## src/rtl/countdown_timer.sv

```systemverilog
// countdown_timer
// Loadable down-counter with a start/busy/done handshake.
//
// Handshake: a request is a cycle with start=1 while the block is IDLE
// (clr=0); it is accepted on that rising edge and load_val is captured at
// the same edge. busy is high for every cycle the block is counting (RUN),
// and done is high for exactly one cycle (DONE) when the count reaches
// zero. start is ignored outside IDLE, and clr overrides everything.
//
// Optional feature macro: COUNTDOWN_AUTORELOAD_EN
//   Undefined: single-shot operation, DONE always returns to IDLE.
//   Defined:   an accepted start also latches load_val as a period P. While
//              P is non-zero, DONE reloads q with P and re-enters RUN, so the
//              block produces a done pulse every P+1 enabled cycles until
//              clr is asserted. P is cleared by clr.

module countdown_timer #(
    parameter int WIDTH = 4
) (
    input  logic             clk,
    input  logic             clr,
    input  logic             en,
    input  logic             start,
    input  logic [WIDTH-1:0] load_val,
    output logic [WIDTH-1:0] q,
    output logic             busy,
    output logic             done,
    output logic             zero,
    output logic [1:0]       dbg_state
);

    typedef enum logic [1:0] {
        ST_IDLE = 2'd0,
        ST_RUN  = 2'd1,
        ST_DONE = 2'd2
    } state_t;

    localparam logic [WIDTH-1:0] ONE      = {{(WIDTH-1){1'b0}}, 1'b1};
    localparam logic [WIDTH-1:0] ZERO_VAL = '0;

    state_t           state;
    state_t           state_nxt;
    logic [WIDTH-1:0] q_nxt;

    // A start in IDLE is the only way a new count can begin.
    logic             start_acc;
    // RUN finishes on the enabled 1 -> 0 step, so q never wraps.
    logic             last_step;
    // DONE either re-enters RUN (periodic mode) or falls back to IDLE.
    logic             reload;
    logic [WIDTH-1:0] reload_val;

    assign start_acc = (state == ST_IDLE) && start;
    assign last_step = (state == ST_RUN) && en && (q == ONE);

`ifdef COUNTDOWN_AUTORELOAD_EN
    logic [WIDTH-1:0] period;

    // Period register: captured with every accepted start, cleared by clr.
    always_ff @(posedge clk) begin
        if (clr) begin
            period <= ZERO_VAL;
        end else if (start_acc) begin
            period <= load_val;
        end
    end

    assign reload     = (state == ST_DONE) && (period != ZERO_VAL);
    assign reload_val = period;
`else
    assign reload     = 1'b0;
    assign reload_val = ZERO_VAL;
`endif

    // State register.
    always_ff @(posedge clk) begin
        if (clr) begin
            state <= ST_IDLE;
        end else begin
            state <= state_nxt;
        end
    end

    // Next-state decode.
    always_comb begin
        state_nxt = state;
        case (state)
            ST_IDLE: begin
                if (start) begin
                    // A zero load has nothing to count, so skip RUN.
                    state_nxt = (load_val == ZERO_VAL) ? ST_DONE : ST_RUN;
                end
            end
            ST_RUN: begin
                if (last_step) begin
                    state_nxt = ST_DONE;
                end
            end
            ST_DONE: begin
                state_nxt = reload ? ST_RUN : ST_IDLE;
            end
            default: begin
                state_nxt = ST_IDLE;
            end
        endcase
    end

    // Output decode: busy and done come straight from the state register.
    always_comb begin
        busy = 1'b0;
        done = 1'b0;
        case (state)
            ST_RUN:  busy = 1'b1;
            ST_DONE: done = 1'b1;
            default: begin
                busy = 1'b0;
                done = 1'b0;
            end
        endcase
    end

    // Next count value: load, decrement, reload or hold.
    always_comb begin
        q_nxt = q;
        case (state)
            ST_IDLE: begin
                if (start) begin
                    q_nxt = load_val;
                end
            end
            ST_RUN: begin
                if (en) begin
                    q_nxt = q - ONE;
                end
            end
            ST_DONE: begin
                if (reload) begin
                    q_nxt = reload_val;
                end
            end
            default: begin
                q_nxt = ZERO_VAL;
            end
        endcase
    end

    // Count register.
    always_ff @(posedge clk) begin
        if (clr) begin
            q <= ZERO_VAL;
        end else begin
            q <= q_nxt;
        end
    end

    assign zero      = (q == ZERO_VAL);
    assign dbg_state = state;

    // Sanity properties on the handshake outputs and the count.
    always_ff @(posedge clk) begin
        if (!clr) begin
            assert (!(busy && done))
                else $error("busy and done high together");
            assert (state != ST_DONE || q == ZERO_VAL)
                else $error("q not zero in DONE");
            assert (state != ST_RUN || q != ZERO_VAL)
                else $error("q zero in RUN");
        end
    end

    // Reject unsupported widths at elaboration.
    generate
        if (WIDTH < 2 || WIDTH > 16) begin : g_bad_width
            $error("countdown_timer: WIDTH must be in 2..16");
        end
    endgenerate

endmodule
```

## config.mk

```make
export PLATFORM = sky130hd
export DESIGN_NAME = countdown_timer
export DESIGN_NICKNAME = d
export VERILOG_FILES = /design/src/rtl/countdown_timer.sv
export SDC_FILE = /design/constraint.sdc
export NUM_CORES = 1
export LEC_CHECK = 0
export CAP_MARGIN = 20
export CORE_AREA = 4 4 41 43
export CTS_BUF_LIST = sky130_fd_sc_hd__clkbuf_8
export DETAILED_ROUTE_END_ITERATION = 8
export DIE_AREA = 0 0 45 47
export PLACE_DENSITY = 0.65
export SLEW_MARGIN = 10
export SYNTH_ARGS = -nofsm -noshare
export SYNTH_HDL_FRONTEND = slang
export SYNTH_SLANG_ARGS = --single-unit
```

## constraint.sdc

```tcl
create_clock -name clk -period 1.3 [get_ports clk]
set_clock_uncertainty 0.2 [all_clocks]
set_input_delay 0.26 -clock clk [delete_from_list [all_inputs] [get_ports clk]]
set_output_delay 0.26 -clock clk [all_outputs]
set_load 0.1 [all_outputs]
```

==> results of run 1 <==
[cell families after synthesis]
family / share of synthesized area
compound gates: 0.1548
fa+ha+maj: 0.09289
simple gates: 0.3127
xor+xnor: 0.02168
mux: 0.07431
buf+inv: 0.04644
flops: 0.2972
[area by class of cell]
type                    instances  area (um^2)  area share
flip-flops and latches          6        142.6      0.1471
clock inverters                 1        3.754    0.003871
well taps                      15        18.77     0.01935
repair buffers                 32        395.4      0.4077
clock buffers                   3        41.29     0.04258
inverters                       3        18.77     0.01935
multi-input cells              39        349.1      0.3600
[Yosys cell counts, drive strengths merged]
| cell type | count |
|---|---|
| a31oi | 2 |
| nor3b | 1 |
| mux2i | 3 |
| nor2 | 8 |
| or2 | 1 |
| a211oi | 1 |
| buf | 1 |
| o21ai | 2 |
| nor3 | 4 |
| a21oi | 2 |
| dfxtp | 6 |
| nor4 | 1 |
| nand2b | 5 |
| nand2 | 2 |
| inv | 3 |
| o31a | 2 |
| xnor2 | 1 |
| ha | 3 |
| and2b | 1 |
[flip-flops by register name, summed over array words and instances (netlist names)]
name / cells
q: 4
dbg_state: 2
[what timing repair did]
item                                    4_1_cts  5_1_grt
endpoints found under the setup margin       14       13
buffers inserted                              6        3
gates resized for setup                       7       10
pin swaps                                     3        4
gates cloned                                  0        0
[critical path: stages (launching register included)]
cell and delay [ns]:
dfxtp_4 0.34, inv_4 0.07, ha_4 0.11, nor3b_4 0.20
buf_12 0.20
[power by group]
| part | internal [uW] | switching, uW | leakage [uW] | total [uW] |
|---|---|---|---|---|
| logic | 370 | 459 | 0.000322 | 828 |
| registers | 213 | 43.9 | 0.0000535 | 257 |
| clock network | 205 | 101 | 0.0000269 | 305 |
| total | 788 | 603 | 0.000402 | 1390 |
[placed cells by master (no fill, tap or decap)]
| cell | Yosys | layout |
|---|---|---|
| dlygate4sd2_1 | 0 | 1 |
| buf_6 | 0 | 7 |
| a21oi_1 | 2 | 1 |
| a21oi_2 | 0 | 1 |
| nand2b_1 | 4 | 3 |
| clkdlybuf4s50_1 | 0 | 6 |
| ha_4 | 0 | 1 |
| or2_4 | 0 | 1 |
| o21ai_4 | 0 | 1 |
| o31a_1 | 1 | 1 |
| nor2_1 | 8 | 7 |
| o31a_2 | 1 | 1 |
| o21ai_2 | 1 | 1 |
| dfxtp_4 | 0 | 6 |
| nand2b_4 | 1 | 2 |
| ha_1 | 3 | 2 |
| and2b_4 | 1 | 1 |
| a31oi_1 | 2 | 2 |
| nor4_2 | 0 | 1 |
| nor3_4 | 0 | 1 |
| nor3b_4 | 0 | 1 |
| mux2i_1 | 3 | 3 |
| nor2_4 | 0 | 1 |
| nand2_1 | 2 | 2 |
| inv_4 | 0 | 3 |
| xnor2_1 | 1 | 1 |
| inv_1 | 3 | 1 |
| nor3_2 | 0 | 1 |
| buf_12 | 0 | 9 |
| buf_4 | 1 | 9 |
| a211oi_2 | 0 | 1 |
| nor3_1 | 4 | 2 |
| clkbuf_8 | 0 | 3 |
[per-stage QoR]
step | power, uW | TNS, ns | hold slack [ns]
after floorplan | 717.5 | -2.924 | 0.1227
after global placement | 974.0 | -2.000 | 0.3511
after CTS | 1332 | -1.717 | 0.3335
final | 1391 | -1.748 | 0.3406
after global routing | 1449 | -2.305 | 0.3530
after detailed placement | 978.4 | -2.067 | 0.3550
[layer usage]
| layer | part of all wire | vias to the layer above | wire length (um) |
|---|---|---|---|
| met5 | 0 | - | 0 |
| met4 | 0.011 | 0 | 14 |
| met3 | 0.054 | 2 | 72 |
| met2 | 0.52 | 10 | 681 |
| met1 | 0.42 | 227 | 554 |
| li1 | - | 245 | - |
[how the worst max path moves through the flow]
| stage | start | to | slack (ns) |
|---|---|---|---|
| after floorplan | q[0] | zero | -0.65 |
| after CTS | q[1] | zero | -0.31 |
| final | q[1] | zero | -0.31 |
| after detailed placement | start | q[3] | -0.36 |
| after global placement | start | q[3] | -0.35 |
| after global routing | q[1] | zero | -0.36 |
==> summary by stage, run 1 <==
CTS
The clock root buffer is clkbuf_8. Clock-pin slew was measured on the worst setup and hold paths at 0.04 ns. The clock reaches the later pin of the worst-skew pair after 0.23 ns.

The number of buffers created by CTS is 3. The clock sink count is 6. The number of H-tree levels is 1. The number of hold buffers added after CTS was 0. The longest clock path from root to sink contains 2 buffers. TritonCTS built the clock tree.

STA
The worst path in the final design needs a cycle of 1.611 ns, including I/O delays and setup. The actual transition at the worst max-transition pin is 0.2550 ns. Setup violations remaining at the end of the flow were counted as 13. The count of final max-slew check failures came to 0. The final worst setup slack is -0.3114 ns. The final clock period utilization by the worst path is 1.240. The number of hold-slack violations in the final timing report came to 0. The maximum clock frequency is 620.6 MHz. The worst-case headroom to the max-slew limit is 0.8286.

Setup repair after global routing could not meet its margin everywhere.

Hold path
The number of cells traversed by the worst hold path is 3. The end of the worst hold path is dbg_state[1]. The critical hold path startpoint is start.

The class of the tightest hold or removal check is in2reg.

Setup path
For the worst setup path, the data required time is 0.84 ns. The worst setup path is launched from a flop. At the worst endpoint, the arrival time is 1.15 ns. STA classifies the critical path endpoint as an output port. The setup check on the worst reg-to-reg path leaves a slack of -0.19 ns. The reg-to-reg critical path endpoint is q[1]. Of all nets on the critical path, the largest fanout is 3. The launching point of the worst reg2reg path is q[0]. The path depth of the worst reg2reg path is 7. The setup path with the least slack is of type reg2out.

Placed design
The cell total after placement is 86. The routability-driven placement congestion ratio is 0.8173. Summed over all nets, the half-perimeter wirelength after detailed placement is 902.4 um. The port buffer count is 16. Summing all placed instances gives a cell area of 788.3 um^2. Before CTS, the worst setup slack after placement is -0.3623 ns.

Synthesis
Sorting the synthesized cells by area gives the leading types as dfxtp_1 (30%), ha_1 (9.3%), mux2i_1 (7.4%). The yosys synthesis warning count is 0. The share of synthesized area in the top cell type comes to 0.2972.

The synthesized design spends more area on one cell type than any other, namely dfxtp_1. The average footprint of a synthesized cell is 8.248 um^2. For this run, the register share of the synthesized area comes to 0.2972. In the synthesized netlist, the number of instances is 49.

The post-synth net total is 60. The post-synth design cell area is 404.1 um^2. The synthesized design contains 6 register bits. The netlist uses 22 different library cells.

Power
For this design the static power due to leakage is 0.0004020 uW. The worst-case IR drop observed on VDD is 1032 uV. In this run the power density over the cells is 1434 nW/um^2.

Global route
The number of global-route vias before repair was 480. Across every metal layer, demand over resource in global routing totals 0.1414. Entering global routing, the biggest net connects 8 pins.

met2 is the most crowded layer. For this run, global-route usage on met3 was measured as 0.04598. The wire length of the first global-routing pass is 2.104 mm.

The total overflow left after global routing is 0. The number of antenna violations at the first check in global routing was 0. The met1 routing resource usage after global routing is 0.1727. In the global route stage, met2 resource usage came out at 0.2316.

Detailed routing
The final antenna-violating net count is 0. In the routed layout, each cell is associated on average with a via count of 4.889. The first detailed-routing pass took 4 iterations. The total wire length after detailed routing is 1.322 mm. For this block, the via count after detailed routing is 484. The routed length per instance is 13.35 um. The iteration-0 DRC count of the detailed router is 16. The number of design rule violations left after detail routing is 0.

Floorplan
The count of boundary I/O pins is 17. The die covers 2115 um^2. The initial utilization of the core area, before any placement, comes to 0.3106.

The floorplan has 13 rows. In this run the standard cell core region covers 1301 um^2. The width of the die is 45 um. The overall die height is 47 um.

Cells and area
From synthesis to final layout, the design area changed by 139.9%. The fraction of layout cells with a size suffix above 1 is 0.6190. The core occupancy in the finished layout is 0.7452. For this run, the number of standard cells in the final layout without fillers is 99. The final layout net count is 96. The number of inserted diodes is 0. Counting the fill cells in the layout gives 96. The final instance area is 969.7 um^2.

Status
The flow ran to the end, but the final reports show violations. The checks that failed: setup timing.

Run
The max capacitance violation total is 0.
(Power assumes the default switching activity.)
==> run 2: changes to the inputs <==
CELL_PAD_IN_SITES_DETAIL_PLACEMENT = 0   (was not set)
CELL_PAD_IN_SITES_GLOBAL_PLACEMENT = 1   (was not set)
CORE_AREA = not set   (was 4 4 41 43)
CORE_MARGIN = 4   (was not set)
CORE_UTILIZATION = 27   (was not set)
DIE_AREA = not set   (was 0 0 45 47)
PLACE_DENSITY = not set   (was 0.65)
PLACE_DENSITY_LB_ADDON = 0.1   (was not set)
==> run 2 against run 1 <==
Compared with the run above: the flow still finishes with violations (setup timing); power down 0.43%; critical path type unchanged; first-iteration DRC count decreased by 50%; global-route usage up 1.8 points; combinational power grew 2%; register-to-register slack hardly changed; critical path depth stayed put; routed wire length is 9.6% higher; sequential power barely moved.
==> summary by stage, run 2 (synthesized netlist as in run 1, its figures left out) <==
Cells and area
The register with the most flip-flops in the layout has 4 of them. The fraction of layout cells with a size suffix above 1 is 0.6471. The most flop-heavy register is q. For this run, the share of the core covered by cells in the final layout is 0.7405. The layout overhead on the synthesized area is 147.4%. The count of cells in the finished layout, fillers not included, comes to 100. The number of inserted diodes is 0. The top cell types in the final layout, fill and taps aside, are buf_12 (9), buf_4 (9), buf_6 (8).

The final layout net count is 97.

Setup path
The category of the most critical setup path is reg2out. STA classifies the critical path endpoint as an output port. The arrival time of data at the critical path endpoint is 1.15 ns. Data on the critical path is required at its endpoint by 0.84 ns.

The path depth of the worst reg2reg path is 7. STA classifies the critical path startpoint as a flop. Of all nets on the critical path, the largest fanout is 2. In this design, the stage delay of the slowest critical-path cell is 0.35 ns. Traced cell by cell, the critical path runs through inv_4 > ha_4 > nor3b_4 > buf_12. The cell with the biggest individual delay on the critical path is dfxtp_4.

STA
Setup violations remaining at the end of the flow were counted as 14. The count of final max-slew check failures came to 0. The number of hold-slack violations in the final timing report came to 0. The shortest period the worst path allows is 1.613 ns. For this run, the top clock speed supported by timing is 619.9 MHz.

For the pin with the worst max-slew slack, the measured transition is 0.2477 ns. The tightest hold path in the finished design has a slack of 0.3301 ns. Of the available clock period, the critical path in the final layout requires 1.241. The worst-case headroom to the max-slew limit is 0.8335.

Setup repair after global routing could not meet its margin everywhere. The final worst setup slack is -0.3131 ns.

CTS
TritonCTS built the clock tree. Buffers inserted to repair hold after CTS numbered 0. The number of H-tree levels is 1. The cell sitting at the root of the clock tree is a clkbuf_8. Clock-pin slew was measured on the worst setup and hold paths at 0.04 ns. The later pin in the worst-skew pair is clocked with a latency of 0.22 ns. In this run the deepest clock path goes through 2 buffers.

The clock drives 6 sinks. The number of buffers created by CTS is 3.

Floorplan
In this run the standard cell core region covers 1350 um^2. The effective utilization at floorplan is 0.2994. Measured along the x axis, the die boundary spans 46.69 um. The floorplan step defined a die boundary enclosing 2180 um^2. The row count is 13. From bottom edge to top edge, the die measures 46.69 um. The count of boundary I/O pins is 17.

Placed design
Routability-driven placement finished with a final weighted congestion of 0.7222. The pre-CTS setup slack is -0.3824 ns. The cell total after placement is 86.

Port buffering added 16 buffers. Summed over all nets, the half-perimeter wirelength after detailed placement is 908.7 um.

Hold path
The worst hold path passes through 5 cells. The class of the tightest hold or removal check is in2reg.

Global route
The wire length of the first global-routing pass is 2.428 mm. The number of global-route vias before repair is 487. For this run the aggregate overflow at the end of global routing stands at 0. The number of antenna violations at the first check in global routing is 0. The maximum number of pins on one net before global-route repair is 11. The global-route total usage across every layer is 0.1598.

Power
The portion of total power attributed to combinational logic is 0.608. The switching power is 596.2 uW. Summed over all cells, the static leakage comes to 0.0004215 uW. The clock share of power is 0.207.

The internal cell power is 788.6 uW. The peak ir drop on the vdd network is 925.8 uV. Of the total power, registers draw 0.185. Dividing total power by cell area gives a power density of 1385 nW/um^2. The fraction of power spent switching nets is 0.4305.

Detailed routing
Across all layers, the routed design uses 485 vias. The ratio of routed vias to standard cells is 4.850. The iteration-0 DRC count of the detailed router is 8. The final antenna-violating net count is 0. The length of the first detailed-routing pass in iterations is 4. The number of design rule violations left after detail routing is 0. The total wire length after detailed routing is 1.449 mm. Dividing the detail-routed wire length by the instance count gives 14.49 um.

Status
The run finished, with violations left. The final reports fail on setup timing.

Run
The max capacitance violation total is 0.
run 2: changes by cell type in the layout (fill, tap and decap cells not counted), moves of 2 or more:
cell / delta
ha_4: +2
clkdlybuf4s50_1: -2
dlymetal6s2s_1: +2
ha_1: -2
run 2: power by group through the flow:
stage               clock network [uW]  logic [uW]  registers [uW]
finish                             287         842             256
global route                       299         885             263
CTS                                293         830             255
detailed placement                   0         715             268
global placement                     0         713             268
floorplan                            0         299             418
run 2: cell type report:
cell class | count | area, um^2
Timing Repair Buffer | 33 | 411.6
Multi-Input combinational cell | 39 | 362.8
Clock buffer | 3 | 41.29
Tap cell | 15 | 18.77
Fill cell | 102 | 350.3
Clock inverter | 1 | 3.754
Sequential cell | 6 | 142.6
Inverter | 3 | 18.77
run 2: through the flow:
| stage | TNS, ns | cell area (um^2) | total power [uW] |
|---|---|---|---|
| finish | -1.744 | 999.7 | 1385 |
| global placement | -2.137 | 788.3 | 980.9 |
| CTS | -2.128 | 977.2 | 1379 |
| global route | -2.418 | 999.7 | 1447 |
| detailed placement | -2.057 | 788.3 | 982.4 |
| floorplan | -2.924 | 478.0 | 717.5 |
run 2: worst paths after layout:
kind	start	to	slack [ns]
min	load_val[0]	dbg_state[0]	0.33
max reg2reg	q[0]	dbg_state[0]	-0.18
max	q[0]	zero	-0.31
min reg2reg	q[3]	q[3]	0.38
run 2: critical path: cells and delay by family, from the launching register on:
kind	cells	cell delay [ns]
DFF	1	0.35
and+or+nand+nor	1	0.21
adders and majority gates	1	0.11
buffers and inverters	2	0.26
run 2: repair_timing:
item,CTS,global route
gates resized for setup,18,6
setup endpoints to repair,14,14
buffers inserted,8,5
pin swaps,8,6
run 2: layer usage:
layer  track usage  routed length [um]  part of all wire
met5             0                   0                 0
met4       0.06630                  42             0.029
met3       0.03125                 109             0.075
met2        0.2527                 656              0.45
met1        0.2097                 641              0.44
==> run 3: changes to the inputs <==
ABC_CLOCK_PERIOD_IN_PS = 1300   (was not set)
CORE_MARGIN = not set   (was 4)
==> run 3 against run 2 <==
Compared with the run above: the flow still finishes with violations (setup timing); cell area up 1.0%; critical path depth unchanged; die area down 24%; fmax up 0.85%; register-to-register slack worse by 0.03 ns; clock power down 2%; first-iteration DRC count down 38%; sequential cell count unchanged; cell count up 1.0%; hold slack worse by 0.058 ns; critical path type unchanged.
==> summary by stage, run 3 (synthesized netlist as in run 1, its figures left out) <==
Cells and area
Of the cells placed in the final design, the portion with a size suffix greater than 1 is 0.6512. Relative to the synthesized area, the layout overhead comes to 149.8%. The final instance area is 1010 um^2. The count of non-filler cells in the finished layout is 101. Once layout is complete, the utilization of the core stands at 0.7479. Counting flops per register, the top entry is q. The flip-flop count of the largest register after layout is 4. The final layout net count is 98.

The commonest non-fill, non-tap cell in the layout is buf_4. The number of inserted diodes is 0. The top cell types in the final layout, fill and taps aside, are buf_4 (12), buf_12 (9), nor2_1 (6), dfxtp_4 (6), buf_6 (5).

STA
The final clock period utilization by the worst path is 1.230. The count of final setup violators is 14. The worst hold margin is 0.2724 ns.

The number of hold-slack violations in the final timing report is 0. Counting I/O delays and the setup requirement, the final critical path takes 1.599 ns. The count of final max-slew check failures was 0. The actual transition at the worst max-transition pin is 0.2665 ns. The worst-case headroom to the max-slew limit is 0.8210. Setup slack on the critical path of the routed design comes to -0.2995 ns. Setup repair after global routing could not meet its margin everywhere. The maximum clock frequency is 625.2 MHz.

CTS
The clock drives 6 sinks. The clock root buffer is clkbuf_8. The post-CTS clock slew at the launch and capture registers of the worst setup and hold paths is 0.04 ns.

The total of hold buffers inserted after clock tree synthesis is 0. The number of H-tree levels is 1. The clock tree from TritonCTS is built. The longest clock path from root to sink contains 2 buffers. The clock latency on the worst-skew pair is 0.22 ns.

The number of buffers created by CTS is 3.

Setup path
The critical path launch point type is a flop. At the worst endpoint, the required time is 0.84 ns. The nature of the critical path endpoint is an output port. The maximum fanout count along the critical path is 2. The setup path with the least slack is of type reg2out.

Data on the critical path arrives at its endpoint at 1.14 ns.

Placed design
Summing all placed instances gives a cell area of 788.3 um^2. Prior to clock tree synthesis, the placed netlist has a worst setup slack of -0.3753 ns. The routability-driven placement congestion ratio is 0.7558. Counting tap cells, the placed design contains a total of 86 instances. In this run the tool buffered the top-level ports with 16 buffer cells.

The post-detailed-placement half-perimeter wirelength is 918.2 um.

Floorplan
For this configuration, the core starts out at a cell density of 0.2994. The die covers 1656 um^2. The placeable core region is 1350 um^2. The floorplan has 13 rows.

The overall die height is 40.69 um. The count of boundary I/O pins is 17. The die is 40.69 um wide.

Global route
The number of global-route vias before repair is 445. The first global-routing pass estimated 1.987 mm of wire. The total overflow left after global routing is 0.

The maximum number of pins on one net before global-route repair is 10. The number of antenna violations at the first check in global routing is 0. The global-route total usage across every layer is 0.1957.

Status
The flow ran to the end, but the final reports show violations. The checks that failed: setup timing.

Detailed routing
In the final routed layout, each cell accounts on average for 13.99 um. In the routed design, unresolved DRC markers number 0. After detailed routing, the number of vias per cell comes to 4.802.

The iteration-0 DRC count of the detailed router is 5. After detailed routing, the total wire length is 1.413 mm. The routed layout has 485 vias. The length of the first detailed-routing pass in iterations is 4.

In this run the remaining antenna-violating nets after routing total 0.

Power
The clock share of power is 0.202. Of the total power, combinational logic draws 0.610. The switching power is 598.2 uW. Of the total power, the share spent switching nets is 0.4300. The peak ir drop on the vdd network is 1110 uV.

The part of the power in registers is 0.187. The static leakage is 0.0004292 uW. The ratio of total power to cell area is 1378 nW/um^2. The internal power of the cells totals 793.0 uW.

Hold path
The class of the tightest hold or removal check is in2reg.

Run
Max-cap violations in this run came to 0.
-- run 3: layout make-up --
class / instances / area [um^2]
clock buffers: 3 / 41.29
clock inverters: 1 / 3.754
fillers: 103 / 340.3
inverters: 3 / 18.77
multi-input cells: 39 / 371.6
flip-flops and latches: 6 / 142.6
well taps: 15 / 18.77
repair buffers: 34 / 412.9
-- run 3: critical path, stage by stage, from the launching register on --
cell	delay (ns)
dfxtp_4	0.35
inv_4	0.06
ha_4	0.11
nor3b_4	0.20
buf_12	0.20
-- run 3: routing by layer --
metal  up-vias  wire (um)  global-route usage
met5         -          0                   0
met4         0          7              0.1000
met3         2         45             0.03261
met2        12        692              0.3254
met1       226        668              0.2401
li1        245          -                   -
-- run 3: metrics by stage --
step | TNS [ns] | total power, uW
6_report | -1.782 | 1391
5_1_grt | -2.337 | 1450
4_1_cts | -1.828 | 1363
3_5_place_dp | -2.229 | 985.3
3_3_place_gp | -2.111 | 979.0
2_1_floorplan | -2.924 | 717.5
-- run 3: power by group through the flow --
| stage | clock, uW | sequential (uW) | combinational (uW) |
|---|---|---|---|
| after detailed placement | 0 | 270 | 715 |
| after floorplan | 0 | 418 | 299 |
| final | 281 | 261 | 849 |
| after global routing | 302 | 264 | 884 |
| after CTS | 291 | 259 | 812 |
| after global placement | 0 | 269 | 710 |
-- run 3: path summary, 6_finish.rpt --
kind | startpoint | end | slack, ns | cells past startpoint
hold / removal | en | dbg_state[1] | 0.27 | 4
setup reg to reg | q[1] | q[2] | -0.21 | 7
hold reg to reg | q[3] | q[3] | 0.38 | 2
setup / recovery | q[0] | zero | -0.30 | 4
-- run 3: timing repair --
item | CTS | global route
gates cloned | 0 | 0
setup endpoints to repair | 14 | 14
pin swaps | 7 | 3
gates resized for setup | 16 | 9
setup buffers | 7 | 6
